### src/rtl/arcade_audio_pkg.sv
// Shared types, constants and gain-ramp helpers for the arcade filter sequencer.
package arcade_audio_pkg;

    typedef enum logic [2:0] {
        IDLE     = 3'd0,
        FADE_OUT = 3'd1,
        SWITCH   = 3'd2,
        SETTLE   = 3'd3,
        FADE_IN  = 3'd4
    } flt_seq_state_t;

    localparam logic [8:0] GAIN_UNITY      = 9'd256;
    localparam logic [3:0] FLT_SEL_DEFAULT = 4'd0;

    // Fade-out step, clamped at silence.
    function automatic logic [8:0] gain_step_down(input logic [8:0] g, input logic [8:0] step);
        logic [8:0] res;
        if (g > step) begin
            res = g - step;
        end else begin
            res = 9'd0;
        end
        return res;
    endfunction

    // Fade-in step, clamped at unity; the sum is widened so it cannot wrap.
    function automatic logic [8:0] gain_step_up(input logic [8:0] g, input logic [8:0] step);
        logic [9:0] sum;
        logic [8:0] res;
        sum = {1'b0, g} + {1'b0, step};
        if (sum >= {1'b0, GAIN_UNITY}) begin
            res = GAIN_UNITY;
        end else begin
            res = sum[8:0];
        end
        return res;
    endfunction

endpackage

### src/rtl/audio_gain_stage.sv
// One audio channel: signed sample times unsigned Q8 gain, registered on the sample strobe.
module audio_gain_stage (
    input  logic               clk,
    input  logic               reset,
    input  logic               sample_ce,
    input  logic signed [15:0] audio_in,
    input  logic        [8:0]  gain,
    output logic signed [15:0] audio_out
);

    logic signed [9:0]  gain_op;
    logic signed [24:0] prod;

    // Gain never exceeds 256, so the 25-bit product and 16-bit result cannot overflow.
    assign gain_op = $signed({1'b0, gain});
    assign prod    = 25'(audio_in) * 25'(gain_op);

    // Output register, holds between sample strobes.
    always_ff @(posedge clk or posedge reset) begin
        if (reset) begin
            audio_out <= 16'sd0;
        end else if (sample_ce) begin
            audio_out <= 16'(prod >>> 8);
        end else begin
            audio_out <= audio_out;
        end
    end

endmodule

### src/rtl/arcade_filter_sequencer.sv
// Debounces the filter switch and sequences fade-out, coefficient reload, settle and fade-in
// so that low-pass filter changes are glitch-free on the audio path.
module arcade_filter_sequencer #(
    parameter int DEBOUNCE_SAMPLES = 64,
    parameter int SETTLE_SAMPLES   = 256,
    parameter int RAMP_STEP        = 8
) (
    input  logic               clk,
    input  logic               reset,
    input  logic               sample_ce,
    input  logic        [3:0]  afilter_sw,
    input  logic signed [15:0] audio_in_l,
    input  logic signed [15:0] audio_in_r,
    output logic        [3:0]  flt_sel,
    output logic               cfg_load,
    output logic signed [15:0] audio_out_l,
    output logic signed [15:0] audio_out_r,
    output logic        [8:0]  gain,
    output logic               busy
);
    import arcade_audio_pkg::*;

    localparam logic [9:0]  DB_MAX      = 10'(DEBOUNCE_SAMPLES);
    localparam logic [11:0] SETTLE_LOAD = 12'(SETTLE_SAMPLES);
    localparam logic [8:0]  STEP        = 9'(RAMP_STEP);

    flt_seq_state_t state, state_nx;
    logic [3:0]  sw_q, sw_cand;
    logic [9:0]  db_cnt;
    logic        change_req;
    logic [1:0]  wcnt, wcnt_nx;
    logic [11:0] scnt, scnt_nx;
    logic [8:0]  gain_nx, ramp_dn, ramp_up;
    logic [3:0]  flt_sel_nx;
    logic        cfg_load_nx;

    // Switch input register and stability counter.
    always_ff @(posedge clk or posedge reset) begin
        if (reset) begin
            sw_q    <= 4'd0;
            sw_cand <= 4'd0;
            db_cnt  <= 10'd0;
        end else begin
            sw_q <= afilter_sw;
            if (sw_q != sw_cand) begin
                sw_cand <= sw_q;
                db_cnt  <= 10'd0;
            end else if (sample_ce && (db_cnt < DB_MAX)) begin
                db_cnt <= db_cnt + 10'd1;
            end else begin
                db_cnt <= db_cnt;
            end
        end
    end

    assign change_req = (db_cnt == DB_MAX) && (sw_cand != flt_sel);
    assign ramp_dn    = gain_step_down(gain, STEP);
    assign ramp_up    = gain_step_up(gain, STEP);

    // Sequencer next-state, gain ramp and counter control.
    always_comb begin
        state_nx    = state;
        gain_nx     = gain;
        flt_sel_nx  = flt_sel;
        cfg_load_nx = 1'b0;
        wcnt_nx     = wcnt;
        scnt_nx     = scnt;
        case (state)
            IDLE: begin
                gain_nx = GAIN_UNITY;
                if (change_req) begin
                    state_nx = FADE_OUT;
                end else begin
                    state_nx = IDLE;
                end
            end
            FADE_OUT: begin
                if (sample_ce) begin
                    gain_nx = ramp_dn;
                end else begin
                    gain_nx = gain;
                end
                // Retarget on the way into SWITCH so flt_sel leads cfg_load by three clocks.
                if ((gain == 9'd0) || (sample_ce && (ramp_dn == 9'd0))) begin
                    state_nx   = SWITCH;
                    flt_sel_nx = sw_cand;
                    wcnt_nx    = 2'd0;
                end else begin
                    state_nx = FADE_OUT;
                end
            end
            SWITCH: begin
                gain_nx = 9'd0;
                if (wcnt == 2'd2) begin
                    cfg_load_nx = 1'b1;
                    scnt_nx     = SETTLE_LOAD;
                    state_nx    = SETTLE;
                end else begin
                    wcnt_nx  = wcnt + 2'd1;
                    state_nx = SWITCH;
                end
            end
            SETTLE: begin
                gain_nx = 9'd0;
                if (scnt == 12'd0) begin
                    state_nx = FADE_IN;
                end else if (sample_ce) begin
                    scnt_nx = scnt - 12'd1;
                    if (scnt == 12'd1) begin
                        state_nx = FADE_IN;
                    end else begin
                        state_nx = SETTLE;
                    end
                end else begin
                    state_nx = SETTLE;
                end
            end
            FADE_IN: begin
                if (change_req) begin
                    state_nx = FADE_OUT;
                end else if (sample_ce) begin
                    gain_nx = ramp_up;
                    if (ramp_up == GAIN_UNITY) begin
                        state_nx = IDLE;
                    end else begin
                        state_nx = FADE_IN;
                    end
                end else begin
                    state_nx = FADE_IN;
                end
            end
            default: begin
                state_nx = SWITCH;
                gain_nx  = 9'd0;
                wcnt_nx  = 2'd0;
            end
        endcase
    end

    // Sequencer state and registered outputs.
    always_ff @(posedge clk or posedge reset) begin
        if (reset) begin
            state    <= SWITCH;
            gain     <= 9'd0;
            flt_sel  <= FLT_SEL_DEFAULT;
            cfg_load <= 1'b0;
            wcnt     <= 2'd0;
            scnt     <= 12'd0;
            busy     <= 1'b1;
        end else begin
            state    <= state_nx;
            gain     <= gain_nx;
            flt_sel  <= flt_sel_nx;
            cfg_load <= cfg_load_nx;
            wcnt     <= wcnt_nx;
            scnt     <= scnt_nx;
            busy     <= (state_nx != IDLE);
        end
    end

    audio_gain_stage u_gain_l (
        .clk       (clk),
        .reset     (reset),
        .sample_ce (sample_ce),
        .audio_in  (audio_in_l),
        .gain      (gain),
        .audio_out (audio_out_l)
    );

    audio_gain_stage u_gain_r (
        .clk       (clk),
        .reset     (reset),
        .sample_ce (sample_ce),
        .audio_in  (audio_in_r),
        .gain      (gain),
        .audio_out (audio_out_r)
    );

endmodule

### config.mk
export PLATFORM = sky130hd
export DESIGN_NAME = arcade_filter_sequencer
export DESIGN_NICKNAME = d
export VERILOG_FILES = /design/src/rtl/arcade_audio_pkg.sv /design/src/rtl/audio_gain_stage.sv /design/src/rtl/arcade_filter_sequencer.sv
export SDC_FILE = /design/constraint.sdc
export NUM_CORES = 1
export LEC_CHECK = 0
export ABC_AREA = 1
export BUFFER_PORTS_ARGS = -buffer_cell sky130_fd_sc_hd__buf_2
export CAP_MARGIN = 0
export CORE_UTILIZATION = 45
export CTS_CLUSTER_DIAMETER = 50
export DETAILED_ROUTE_END_ITERATION = 8
export PLACE_DENSITY = 0.73
export SLEW_MARGIN = 15
export SYNTH_ARGS = -nofsm -noshare
export SYNTH_HDL_FRONTEND = slang
export SYNTH_HIERARCHICAL = 1
export SYNTH_SLANG_ARGS = --single-unit
### constraint.sdc
create_clock -name clk -period 5.75 [get_ports clk]
set_input_delay 0.575 -clock clk [delete_from_list [all_inputs] [get_ports clk]]
set_output_delay 0.575 -clock clk [all_outputs]
set_load 0.02 [all_outputs]
== Word level (Yosys, flattened, before mapping) ==
Index checks and enable logic that the tools add are counted.

* Register bits: 82
* Bits of input ports: 39
* Output and inout port bits: 47

* Add/sub/neg operators: 5
* Multiply operators: 2
* Order comparisons: 3
* Eq/ne operators: 18
* Multiplexer cells: 27
* Bitwise operators: 1
* Reductions and logical operators: 16

{| class="wikitable"
|+ Operator list
! cell !! number
|-
| 16-bit by 10-bit multiplier with 24-bit output || 2
|-
| 9-bit two-way mux || 5
|-
| 12-bit two-way mux || 3
|-
| 9-bit case mux with 3 select lines || 1
|-
| 12-bit case mux with 2 select lines || 1
|-
| 10-bit two-way mux || 2
|-
| 9-bit logical NOT || 2
|-
| 3-bit two-way mux || 6
|-
| 2-bit inequality test (second input constant) || 8
|-
| 3-bit case mux with 5 select lines || 1
|-
| 12-bit by 1-bit == test with 1-bit output (second input constant) || 1
|-
| 12-bit logical NOT || 1
|-
| 12-bit by 1-bit subtractor with 12-bit output (second input constant) || 1
|-
| 10-bit by 1-bit adder with 10-bit output (second input constant) || 1
|-
| 9-bit by 4-bit adder with 10-bit output (second input constant) || 1
|-
| 10-bit by 7-bit == test with 1-bit output (second input constant) || 1
|-
| 10-bit by 9-bit >= comparator with 1-bit output (second input constant) || 1
|-
| 10-bit by 7-bit less-than comparator with 1-bit output (second input constant) || 1
|-
| 9-bit == test (second input constant) || 1
|-
| 9-bit by 4-bit greater-than comparator with 1-bit output (second input constant) || 1
|-
| 9-bit by 4-bit subtractor with 9-bit output (second input constant) || 1
|-
| 4-bit inequality test || 2
|-
| 3-bit by 2-bit == test with 1-bit output (second input constant) || 2
|-
| 2-bit two-way mux || 3
|-
| other kinds (16) || 23
|}

== Logic depth before layout (Yosys ltp) ==
* Word-level depth: 9
* Gate-level depth with buffers: 27
* Depth with buffers taken out: 25

== Cells and area by module ==
The synthesis kept the hierarchy.

{| class="wikitable"
|+ By module, submodules not included
! module !! instances !! cells an instance !! area each (sq um) !! sequential area each (sq um)
|-
| audio_gain_stage at u_gain_l || 1 || 833 || 6047.0 || 400.4
|-
| audio_gain_stage at u_gain_r || 1 || 832 || 5990.7 || 400.4
|-
| arcade_filter_sequencer || 1 || 353 || 2892.8 || 1253.7
|}

== Worst setup path before layout ==
No wires, ideal clock.

* Path kind: register to register
* Start point: register gain[6]
* End point: register u_gain_l.audio_out[15]
* Arrival: 5.040 ns
* Required time: 5.633 ns
* Slack: 0.592 ns
* Stages on the path, launching flop included: 22
* Path buffers: 2
* Cell sequence: dfrtp_1 clkbuf_1 clkbuf_1 nand2_1 fa_1 inv_1 fa_1 inv_1 fa_1 fa_1 fa_1 inv_1 ha_1 nand2_1 nor2_1 nand2_1 nor2_1 nand2_1 nand3_1 nand3_1 nand3_1 nand2_1

* Cells in the longest elaborated chain, start to end: 1

{| class="wikitable"
|+ RTL lines
! element !! RTL line !! source
|-
| start: declaration || arcade_filter_sequencer.sv:18 || <nowiki>output logic [8:0] gain,</nowiki>
|-
| start signal: assignment || arcade_filter_sequencer.sv:152 || <nowiki>gain <= gain_nx;</nowiki>
|-
| 16-bit by 10-bit multiplier with 24-bit output || audio_gain_stage.sv:16 || <nowiki>assign prod = 25'(audio_in) * 25'(gain_op);</nowiki>
|-
| end signal: assignment || audio_gain_stage.sv:23 || <nowiki>audio_out <= 16'(prod >>> 8);</nowiki>
|-
| end signal: assignment || audio_gain_stage.sv:25 || <nowiki>audio_out <= audio_out;</nowiki>
|-
| end: declaration || audio_gain_stage.sv:8 || <nowiki>output logic signed [15:0] audio_out</nowiki>
|}

No other way between the ends.
A chain may end at the register's enable or synchronous reset.

== Final worst setup path ==
* Start point: register gain[3]
* End point: register u_gain_r.audio_out[15]

* Cells in the longest elaborated chain, start to end: 1

{| class="wikitable"
|+ RTL lines
! element !! RTL line
|-
| 16-bit by 10-bit multiplier with 24-bit output || audio_gain_stage.sv:16
|-
| end signal: assignment || audio_gain_stage.sv:23
|-
| end signal: assignment || audio_gain_stage.sv:25
|-
| end: declaration || audio_gain_stage.sv:8
|}

No other way between the ends.

==> metrics.md <==
| Metric | Value |
|---|---|
| Status | completed |
| Clock Skews | approximately 0.013 ns |
| Max-cap violations | 0 |
| Crit path max fanout | 19 |
| Seq cells post-synth | just over 80 |
| Slew Limit Fails | 0 |
| Fin crit period | 5.418 ns |
| Reg area | between 2000 and 2500 um^2 |
| Ant. Diodes | 0 |
| Fill count | between 3000 and 4000 |
| Mapped Cells | ~2000 |
| Leak Pwr | between 9 and 10 nW |
| CP arrival | around 5.7 ns |
| Avg Cell Area, Syn | around 7.4 um^2 |
| Row cnt | 66 |
| Reg clk slew, reported paths | 0.07 ns |
| Nets | 2428 |
| Sink Count | between 80 and 90 |
| Number of synthesized flops with an enable pin | 0 |
| Setup bufs post-CTS | 0 |
| Fmax | roughly 180 MHz |
| Layout area overhead | 7.165% |
| Hold Vio Cnt, Final | 0 |
| DR WL/cell | around 14 um |
| Cell area after synthesis | 14930 um^2 |
| Cts bufs inserted | 9 |
| DRT Wirelength | around 36 mm |
| CTS tree | built |
| Max rail drop VDD | 0.2166 mV |
| Sequential area share after synthesis | ~14% |
| Die height | roughly 180 um |
| Post-route cell area | ~16000 um^2 |
| Vias in the first global route | ~13000 |
| Multi-input gate area | 10630 um^2 |
| Share of layout cells above drive strength 1 | 10.11% |
| Final ANT Viol Nets | 0 |
| Htree depth | 3 |
| Layout Cells excl Fill | 2500 |
| Detail Placement HPWL | 28.68 mm |
| Count of different cell masters after synthesis | 44 |
| # IOs | 86 |
| PortBufs | 85 |
| DR pass1 iterations | 8 |
| Root Buffer Master | clkbuf_16 |
| Fin Setup TNS | 0 ns |
| Final setup vio count | 0 |
| Final RePlAce weighted congestion | about 0.9 |
| Die width | between 150 and 200 um |
| Most frequent cells in the layout | nand2_1, inv_1, fa_1 |
| Total track usage | approximately 22% |
| Worst Max-Slew Pin Slew | ~1.0 ns |
| Syn nets | between 2000 and 2500 |
| Critical Path RT | 6.00 ns |
| Max Buffers Root-to-Sink | 2 |
| Post-DP Area | between 15000 and 20000 um^2 |
| Critical setup path kind | reg -> reg |
| Iteration-0 DRC Markers | 804 |
| CP Capture Type | flip-flop |
| Setup crit start kind | flip-flop |
| Hold Buf Count CTS | 0 |
| Vias per cell | ~5.0 |
| Period utilization | between 90 and 100% |
| Pin count of the biggest net entering global routing | slightly above 50 |
| DRC | 0 |
| Rel. slew slack | around 31% |
| Via count | between 10000 and 15000 |
| Power Density | 281.4 nW/um^2 |
| Starting density of the core | between 40% and 50% |
| Initial antenna violation count | 0 |
| Global-route wire length before repair | approximately 60 mm |
| Synthesis Warnings | 6 |
| Unrepaired setup endpoints after global routing | no |
| Core area | 32620 um^2 |
| Asr flop ratio synth | between 90% and 100% |
| Most common cell after layout, fill and taps aside | nand2_1 |
| Top_reg_cell synth | dfrtp_1 |
| Post-CTS Resized | 0 |
| Global route overflow | 0 |
| Skew-Pair Late Insertion Delay | approximately 0.37 ns |
| Die area | 33910 um^2 |
| Inst Count DP | about 2500 |
| Worst min-delay path category | in -> reg |
## cells in the mapped netlist, types with 7 or more instances
cell / count / area share, %
nand2_2: 18 / 0.75
ha_1: 108 / 9.1
inv_2: 17 / 0.43
clkbuf_1: 61 / 1.5
buf_4: 8 / 0.40
dfrtp_1: 80 / 13
nand3_1: 92 / 3.1
nand4_1: 20 / 0.84
o21ai_2: 8 / 0.47
nor2_1: 87 / 2.2
nand3b_1: 11 / 0.55
buf_2: 7 / 0.23
nand2_1: 584 / 15
inv_1: 485 / 12
a31oi_1: 8 / 0.34
xnor2_1: 15 / 0.88
o31ai_1: 7 / 0.35
fa_1: 228 / 31
o21ai_1: 12 / 0.40
nor2_2: 12 / 0.50
nor3_2: 7 / 0.47
a21oi_1: 53 / 1.8
xor2_1: 16 / 0.94
o21ai_0: 28 / 0.94
## worst paths after layout
check                                    start                            endpoint  slack, ns  depth (start not counted)
max                        gain[3]$_DFFE_PP0P_  u_gain_r/audio_out[15]$_DFFE_PP0P_       0.33                         20
min                              afilter_sw[1]                   sw_q[1]$_DFF_PP0_       0.32                          1
max reg2reg                gain[3]$_DFFE_PP0P_  u_gain_r/audio_out[15]$_DFFE_PP0P_       0.33                         20
min reg2reg                  sw_q[2]$_DFF_PP0_              sw_cand[2]$_DFFE_PP0N_       0.40                          0
max in group asynchronous                reset                   sw_q[1]$_DFF_PP0_       4.59                          2
min in group asynchronous                reset   u_gain_r/audio_out[0]$_DFFE_PP0P_       0.35                          2
## kinds of logic after synthesis
kind of cell	count (synthesis)	synth area share, %
AOI/OAI and AO/OA	127	4.894
xor gates and xnor gates	31	1.818
adders and majority gates	336	39.62
buffers and inverters	583	15.07
DFF	82	13.76
and+or+nand+nor	859	24.84
## layout make-up
type,instances,area share [%]
clock buffers,10,1.494
well taps,442,3.456
inverters,503,11.80
flip-flops and latches,82,12.84
multi-input cells,1353,66.41
clock inverters,6,0.3675
repair buffers,104,3.628
## state kept, by name, summed over array words and instances (netlist names)
signal / flops
sw_cand: 4
db_cnt: 10
u_gain_l/audio_out: 16
sw_q: 4
flt_sel: 4
busy: 1
scnt: 12
state: 3
wcnt: 2
gain: 9
cfg_load: 1
u_gain_r/audio_out: 16
## through the flow
stage	power [W]	setup WS, ns	hold slack [ns]	utilization (%)
floorplan	0.003168	0.5924	0.4402	-
global placement	0.003815	0.3548	0.3840	48.14
global route	0.005001	0.07460	0.3068	49.05
CTS	0.004532	0.3867	0.3045	49.05
detailed placement	0.003895	0.3733	0.3840	48.14
finish	0.004502	0.3322	0.3172	49.05
## worst max-delay path, cell delays in order (launching register included)
cell	delay, ns
dfrtp_1	0.72
buf_4	0.37
nand2_1	0.10
fa_1	0.63
inv_1	0.12
fa_1	0.47
fa_1	0.50
fa_1	0.49
inv_1	0.05
fa_1	0.49
inv_1	0.04
ha_1	0.39
nand2_1	0.13
nor2_1	0.16
nand2_1	0.09
nor2_1	0.10
nand2_1	0.06
nand3_1	0.14
nand3_1	0.09
nand3_1	0.10
nand2_1	0.06
## report_power, final
group / switching (W) / total (W) / internal [W] / leakage (nW)
logic: 0.00189 / 0.00299 / 0.00110 / 8.55
registers: 0.000157 / 0.000907 / 0.000750 / 1.05
clock network: 0.000290 / 0.000605 / 0.000314 / 0.143
total: 0.00234 / 0.00450 / 0.00216 / 9.74
## routing by layer
metal	global-route usage, %	routed length, um	vias to the layer above
li1	-	-	5992
met1	28.62	15540	6018
met2	39.77	17650	378
met3	2.865	2017	37
met4	5.300	540	0
met5	0	0	-
Note: power is estimated with default switching activity, not from simulation.
